===== src/rtl/pending_encoder_32x5_pkg.sv =====
// pending_encoder_32x5_pkg
// Shared constants and types for the 32-line pending-request encoder.
//   N        : number of request lines (32)
//   ID_W     : width of a source index (5)
//   state_e  : offer FSM encoding (StIdle = 0, StOffer = 1)
//   LAST_RST : reset value of the round-robin pointer, so the first scan starts at 0
package pending_encoder_32x5_pkg;

    localparam int unsigned N    = 32;
    localparam int unsigned ID_W = 5;

    typedef enum logic {
        StIdle  = 1'b0,
        StOffer = 1'b1
    } state_e;

    localparam logic [ID_W-1:0] LAST_RST = 5'd31;

endpackage


===== src/rtl/pending_encoder_32x5_if.sv =====
// pending_encoder_32x5_if
// Request/offer bus between the request sources plus consumer (master) and the
// encoder (slave).
//   req     : one-cycle request pulses, bit i sets pending bit i
//   mask    : per-source eligibility, 1 = may be selected
//   ack     : consumer accepts the offered id (ignored while valid = 0)
//   valid   : id holds a selected pending source
//   id      : index of the offered source
//   pending : raw pending register, unmasked
interface pending_encoder_32x5_if;
    import pending_encoder_32x5_pkg::*;

    logic [N-1:0]    req;
    logic [N-1:0]    mask;
    logic            ack;
    logic            valid;
    logic [ID_W-1:0] id;
    logic [N-1:0]    pending;

    modport master (
        output req,
        output mask,
        output ack,
        input  valid,
        input  id,
        input  pending
    );

    modport slave (
        input  req,
        input  mask,
        input  ack,
        output valid,
        output id,
        output pending
    );

endinterface


===== src/rtl/pending_encoder_32x5_penc.sv =====
// penc_32x5
// Combinational 32-to-5 priority encoder with a programmable scan start.
// Scans e circularly from index start upward and returns the first set index.
//   e     : candidate vector
//   start : first index examined (0 gives fixed priority, index 0 highest)
//   idx   : selected index (0 when any = 0)
//   any   : at least one bit of e is set
module penc_32x5
    import pending_encoder_32x5_pkg::*;
(
    input  logic [N-1:0]    e,
    input  logic [ID_W-1:0] start,
    output logic [ID_W-1:0] idx,
    output logic            any
);

    logic [ID_W-1:0] k;

    always_comb begin
        idx = '0;
        any = 1'b0;
        k   = '0;
        for (int i = 0; i < N; i++) begin
            // 5-bit addition wraps modulo 32, giving the circular scan
            k = start + ID_W'(i);
            if (!any && e[k]) begin
                any = 1'b1;
                idx = k;
            end
        end
    end

endmodule


===== src/rtl/pending_encoder_32x5.sv =====
// pending_encoder_32x5
// Sequential 32-line to 5-bit priority encoder. Request pulses accumulate in a
// pending register; one eligible source (pending & mask) is offered as a 5-bit
// id under a valid/ack handshake. Each accepted id clears its pending bit, and
// a new id can be offered on the same edge for back-to-back grants.
//   clk   : clock, rising-edge
//   rst_n : asynchronous active-low reset
//   bus   : pending_encoder_32x5_if.slave (req, mask, ack in; valid, id, pending out)
// Optional feature: define PENC_ROUND_ROBIN_EN for round-robin selection starting
// after the last accepted id; otherwise fixed priority with index 0 highest.
module pending_encoder_32x5
    import pending_encoder_32x5_pkg::*;
(
    input  logic                  clk,
    input  logic                  rst_n,
    pending_encoder_32x5_if.slave bus
);

    state_e          state_q;
    logic [N-1:0]    p_q;
    logic [N-1:0]    p_d;
    logic [ID_W-1:0] id_q;
    logic            valid_q;

    logic            hs;
    logic [N-1:0]    id_onehot;
    logic [N-1:0]    clr;
    logic [N-1:0]    e;
    logic [N-1:0]    e_next;
    logic [N-1:0]    sel_in;
    logic [ID_W-1:0] start;
    logic [ID_W-1:0] sel_idx;
    logic            sel_any;

    assign hs        = valid_q & bus.ack;
    assign id_onehot = {{(N-1){1'b0}}, 1'b1} << id_q;
    assign clr       = hs ? id_onehot : '0;

    // A request on the bit being cleared wins, so the source is not lost
    assign p_d    = (p_q & ~clr) | bus.req;
    assign e      = p_q & bus.mask;
    // Candidates for a back-to-back grant: include this cycle's requests,
    // exclude the id being accepted
    assign e_next = (p_q | bus.req) & bus.mask & ~id_onehot;
    assign sel_in = (state_q == StOffer) ? e_next : e;

`ifdef PENC_ROUND_ROBIN_EN
    logic [ID_W-1:0] last_q;

    // On a handshake the accepted id becomes the new last, so scan after it
    assign start = (state_q == StOffer) ? id_q + 1'b1 : last_q + 1'b1;

    always_ff @(posedge clk or negedge rst_n) begin
        if (!rst_n) begin
            last_q <= LAST_RST;
        end else if (hs) begin
            last_q <= id_q;
        end
    end
`else
    assign start = '0;
`endif

    penc_32x5 u_penc (
        .e     (sel_in),
        .start (start),
        .idx   (sel_idx),
        .any   (sel_any)
    );

    always_ff @(posedge clk or negedge rst_n) begin
        if (!rst_n) begin
            p_q <= '0;
        end else begin
            p_q <= p_d;
        end
    end

    always_ff @(posedge clk or negedge rst_n) begin
        if (!rst_n) begin
            state_q <= StIdle;
            id_q    <= '0;
            valid_q <= 1'b0;
        end else begin
            unique case (state_q)
                StIdle: begin
                    if (sel_any) begin
                        id_q    <= sel_idx;
                        valid_q <= 1'b1;
                        state_q <= StOffer;
                    end
                end
                StOffer: begin
                    // Offer is frozen until accepted, regardless of mask or pending
                    if (bus.ack) begin
                        if (sel_any) begin
                            id_q <= sel_idx;
                        end else begin
                            valid_q <= 1'b0;
                            state_q <= StIdle;
                        end
                    end
                end
                default: begin
                    state_q <= StIdle;
                    valid_q <= 1'b0;
                end
            endcase
        end
    end

    assign bus.valid   = valid_q;
    assign bus.id      = id_q;
    assign bus.pending = p_q;

endmodule

===== src/flat_wrapper.sv =====
// flat-port wrapper written by rule: the top's interface ports become plain ports
module pending_encoder_32x5_flat import pending_encoder_32x5_pkg::*;
  (clk, rst_n, bus_req, bus_mask, bus_ack, bus_valid, bus_id, bus_pending);
  pending_encoder_32x5_if bus_i ();
  input  logic clk;
  input  logic rst_n;
  input wire logic [$bits(bus_i.req)-1:0] bus_req;
  input wire logic [$bits(bus_i.mask)-1:0] bus_mask;
  input wire logic [$bits(bus_i.ack)-1:0] bus_ack;
  output wire logic [$bits(bus_i.valid)-1:0] bus_valid;
  output wire logic [$bits(bus_i.id)-1:0] bus_id;
  output wire logic [$bits(bus_i.pending)-1:0] bus_pending;
  assign bus_i.req = bus_req;
  assign bus_i.mask = bus_mask;
  assign bus_i.ack = bus_ack;
  assign bus_valid = bus_i.valid;
  assign bus_id = bus_i.id;
  assign bus_pending = bus_i.pending;
  pending_encoder_32x5 u_core (.clk(clk), .rst_n(rst_n), .bus(bus_i));
endmodule

===== config.mk =====
export PLATFORM = sky130hd
export DESIGN_NAME = pending_encoder_32x5_flat
export DESIGN_NICKNAME = d
export VERILOG_FILES = /design/src/rtl/pending_encoder_32x5_pkg.sv /design/src/rtl/pending_encoder_32x5_if.sv /design/src/rtl/pending_encoder_32x5_penc.sv /design/src/rtl/pending_encoder_32x5.sv /design/src/flat_wrapper.sv
export SDC_FILE = /design/constraint.sdc
export NUM_CORES = 1
export LEC_CHECK = 0
export ABC_AREA = 1
export CORE_MARGIN = 2
export CORE_UTILIZATION = 47
export DETAILED_ROUTE_END_ITERATION = 16
export PLACE_DENSITY = 0.92
export REMOVE_ABC_BUFFERS = 1
export SYNTH_ARGS = -nofsm -noshare
export SYNTH_HDL_FRONTEND = slang
export SYNTH_SLANG_ARGS = --single-unit

===== constraint.sdc =====
create_clock -name clk -period 4.01 [get_ports clk]
set_input_delay 0.802 -clock clk [delete_from_list [all_inputs] [get_ports clk]]
set_output_delay 0.802 -clock clk [all_outputs]
set_load 0.1 [all_outputs]

==> key figures <==
Final layout
  • Post-route insts no fill: 641
  • Layout cells sized above 1: 8.87%
  • Layout area overhead: 38.8%
  • Inserted Diodes: 0
  • Fin nets: 630

Floorplan
  • Die height: 86.0 um
  • IO Count: 105
  • Die area: 7400 um^2
  • Core area: 6420 um^2
  • Die X: 86.0 um
  • Row count: 29
  • Initial core utilization: 49.2%

Synth
  • Ys flop type: dfrtp_1
  • Synthesized area: 3160 um^2
  • Post-synth EDFFs: 0
  • Syn Inst Count: 462
  • Yosys cell types: 43
  • Yosys reg bits: 39
  • Async set-reset flop share out of synthesis: 100%
  • Post-synthesis area per instance: 6.84 um^2
  • Yosys warning count: 0
  • Post-synthesis sequential area ratio: 30.9%

CTS
  • Clock root buffer: clkbuf_8
  • Worst-Skew Late Latency: 0.30 ns
  • H-Tree Depth: 2
  • # hold bufs at CTS: 0
  • Setup repair bufs after CTS: 0
  • TritonCTS sink count: 39
  • Clk pin slew, worst setup/hold paths: 0.08 ns
  • Max Buffers Root-to-Sink: 2
  • Resized Gates After CTS: 0
  • CTS tree: done
  • CTS Buf Count: 5

Global route
  • Overflow after GRT: 0
  • GRT Util Overall: 26.5%
  • Initial antenna violation count: 0
  • First-pass GRT wire length: 15,600 um
  • Pin count of the biggest net entering global routing: 40
  • Vias in the first global route: 3,358

Min path
  • Hold Crit Class: flip-flop to flip-flop

Drt
  • Wire length per cell: 15.2 um
  • Post-route ant nets: 0
  • WL final: 9720 um
  • Initial drt markers: 241
  • Vias per Instance: 5.43
  • DR DRC count: 0
  • TritonRoute pass-1 iters: 5
  • Vias: 3,482

Power
  • Clock network fraction of total power: 29.0%
  • P per Cell Area: 276 nW/um^2
  • Switching share of power: 37.8%
  • Leakage power: 0.00198 uW
  • Pint: 754 uW
  • Combinational share of power: 35.4%
  • Part of the power in registers: 35.6%
  • Switching pwr: 458 uW
  • VDD IR-drop max: 0.000136 V

Place
  • Port bufs: 104
  • Dpl cells: 633
  • Final HPWL DP: 7370 um
  • Dpl ws: 0.110 ns
  • Final Wtd Congestion: 0.954

Timing
  • Final hold violation count: 0
  • Fmax: 275 MHz
  • Tmin final: 3.64 ns
  • RSZ-0062 raised after global routing: no
  • Final worst slack: 0.369 ns
  • Clk_skew: 0.00370 ns
  • Slew HR: 32.3%
  • Setup violators final: 0
  • Tcrit/Tclk final: 90.8%
  • Worst slew pin tran: 1.01 ns
  • Setup TNS: 0 ns
  • Final Slew Violations: 0

Setup path
  • Most common cell on crit path: nor2_4
  • Crit Path Max Fanout: 7
  • CP cell instances: inv_1 > nand2_1 > nor2_1 > nand4_1 > nand2_2 > nand2_4 > nor2_8 > nand4_4 > nor2_4 > nand4_4 > nor2_4 > nand4_4 > nor2_4 > nand4_4 > nor2_4 > nand4_2 > nor2_4 > nand4_4 > nor2_4 > nand4_4 > nor2_4 > nor2_2 > nand2_1 > nand2_1
  • WS Path Type: flip-flop to flip-flop
  • Worst path arrival time: 3.83 ns
  • Worst Setup Start Kind: flip-flop
  • Crit end category: flip-flop
  • CP peak stage delay: 0.48 ns
  • Crit path required time: 4.20 ns
  • Slowest CP cell: dfrtp_1

Job
  • MaxCap Viol Count: 0

Run status
  • Status: completed
-- cells in the final DEF (no fill, tap or decap), types with 6 or more instances in the layout --
cell and n:
a21oi_1 18, buf_4 8, clkbuf_8 6, clkdlybuf4s50_1 102, dfrtp_1 39, inv_1 90
nand2_1 86, nand3_1 28, nand4_1 13, nand4_4 6, nor2_1 50, nor2_4 8
nor3_1 14, o21ai_0 25, o21bai_1 16, o31ai_1 9
-- path summary, 6_finish.rpt --
check,start,endpoint,slack [ns],depth (start not counted)
max,u_core.bus.id[0],u_core.bus.id[2],0.37,24
min,u_core.bus.pending[6],u_core.bus.pending[6],0.52,2
max reg2reg,u_core.bus.id[0],u_core.bus.id[2],0.37,24
min reg2reg,u_core.bus.pending[6],u_core.bus.pending[6],0.52,2
max in group asynchronous,rst_n,u_core.bus.id[0],2.80,1
min in group asynchronous,rst_n,u_core.bus.pending[0],0.64,1
-- per-layer routing --
metal  track usage [%]  routed length, um  vias up
met1              34.2               3950     1589
met5                 0                  0        -
met4              8.51                241        0
met2              44.5               4730      172
li1                  -                  -     1697
met3              5.10                800       24
-- sequential cells by signal (all words and copies together) (netlist names) --
signal	count
u_core.state_q	1
u_core.bus.pending	32
u_core.bus.id	5
u_core.bus.valid	1
-- metrics by stage --
| step | power, uW | hold slack (ns) | util, % | area (um^2) |
|---|---|---|---|---|
| 2_1_floorplan | 700 | 0.506 | - | 3090 |
| 3_3_place_gp | 853 | 0.485 | 66.5 | 4270 |
| 3_5_place_dp | 860 | 0.496 | 66.5 | 4270 |
| 4_1_cts | 1210 | 0.520 | 68.3 | 4390 |
| 5_1_grt | 1260 | 0.548 | 68.3 | 4390 |
| 6_report | 1210 | 0.517 | 68.3 | 4390 |
-- synth_stat cells, types with 2 or more instances --
| cell | number | area, um^2 |
|---|---|---|
| o31ai_1 | 9 | 67.6 |
| nor2_4 | 8 | 90.1 |
| a21oi_1 | 18 | 90.1 |
| nand4_4 | 6 | 128 |
| buf_2 | 7 | 35.0 |
| nand4_2 | 2 | 25.0 |
| nand2_2 | 4 | 25.0 |
| nand3_1 | 28 | 140 |
| nand4_1 | 13 | 81.3 |
| inv_1 | 90 | 338 |
| clkbuf_1 | 6 | 22.5 |
| inv_2 | 4 | 15.0 |
| nand2_1 | 86 | 323 |
| nor2_1 | 50 | 188 |
| nor3_1 | 14 | 70.1 |
| nand3b_1 | 4 | 30.0 |
| o21ai_0 | 25 | 125 |
| nor2_2 | 2 | 12.5 |
| a211oi_1 | 2 | 15.0 |
| nor3b_1 | 2 | 15.0 |
| o211ai_1 | 4 | 30.0 |
| o21bai_1 | 16 | 120 |
| buf_1 | 4 | 15.0 |
| dfrtp_1 | 39 | 976 |
-- cell type report --
cell class                      count  area (um^2)
Tap cell                           77         96.3
Clock buffer                        6         82.6
Clock inverter                      2         35.0
Multi-Input combinational cell    311         1760
Inverter                           95          357
Sequential cell                    39          976
Timing Repair Buffer              111         1090
Fill cell                         537         2030
-- power groups by stage --
stage | clock network, uW | logic, uW | registers [uW]
final | 351 | 429 | 431
after global routing | 372 | 458 | 434
after CTS | 353 | 426 | 430
after detailed placement | 0 | 422 | 438
after global placement | 0 | 416 | 437
after floorplan | 0 | 169 | 532
-- logic make-up after synthesis --
group                  share of synthesized area [%]
AO/OA/AOI/OAI                                   18.0
buffers and inverters                           13.6
flip-flops                                      30.9
AND/OR/NAND/NOR                                 37.6
-- worst max-delay path: cells and delay by family (launching register included) --
family / cells / cell delay (ns)
buffers and inverters: 1 / 0.11
flip-flops: 1 / 0.48
AND/OR/NAND/NOR: 23 / 2.92
No activity file was read; power rests on OpenSTA's default activity.
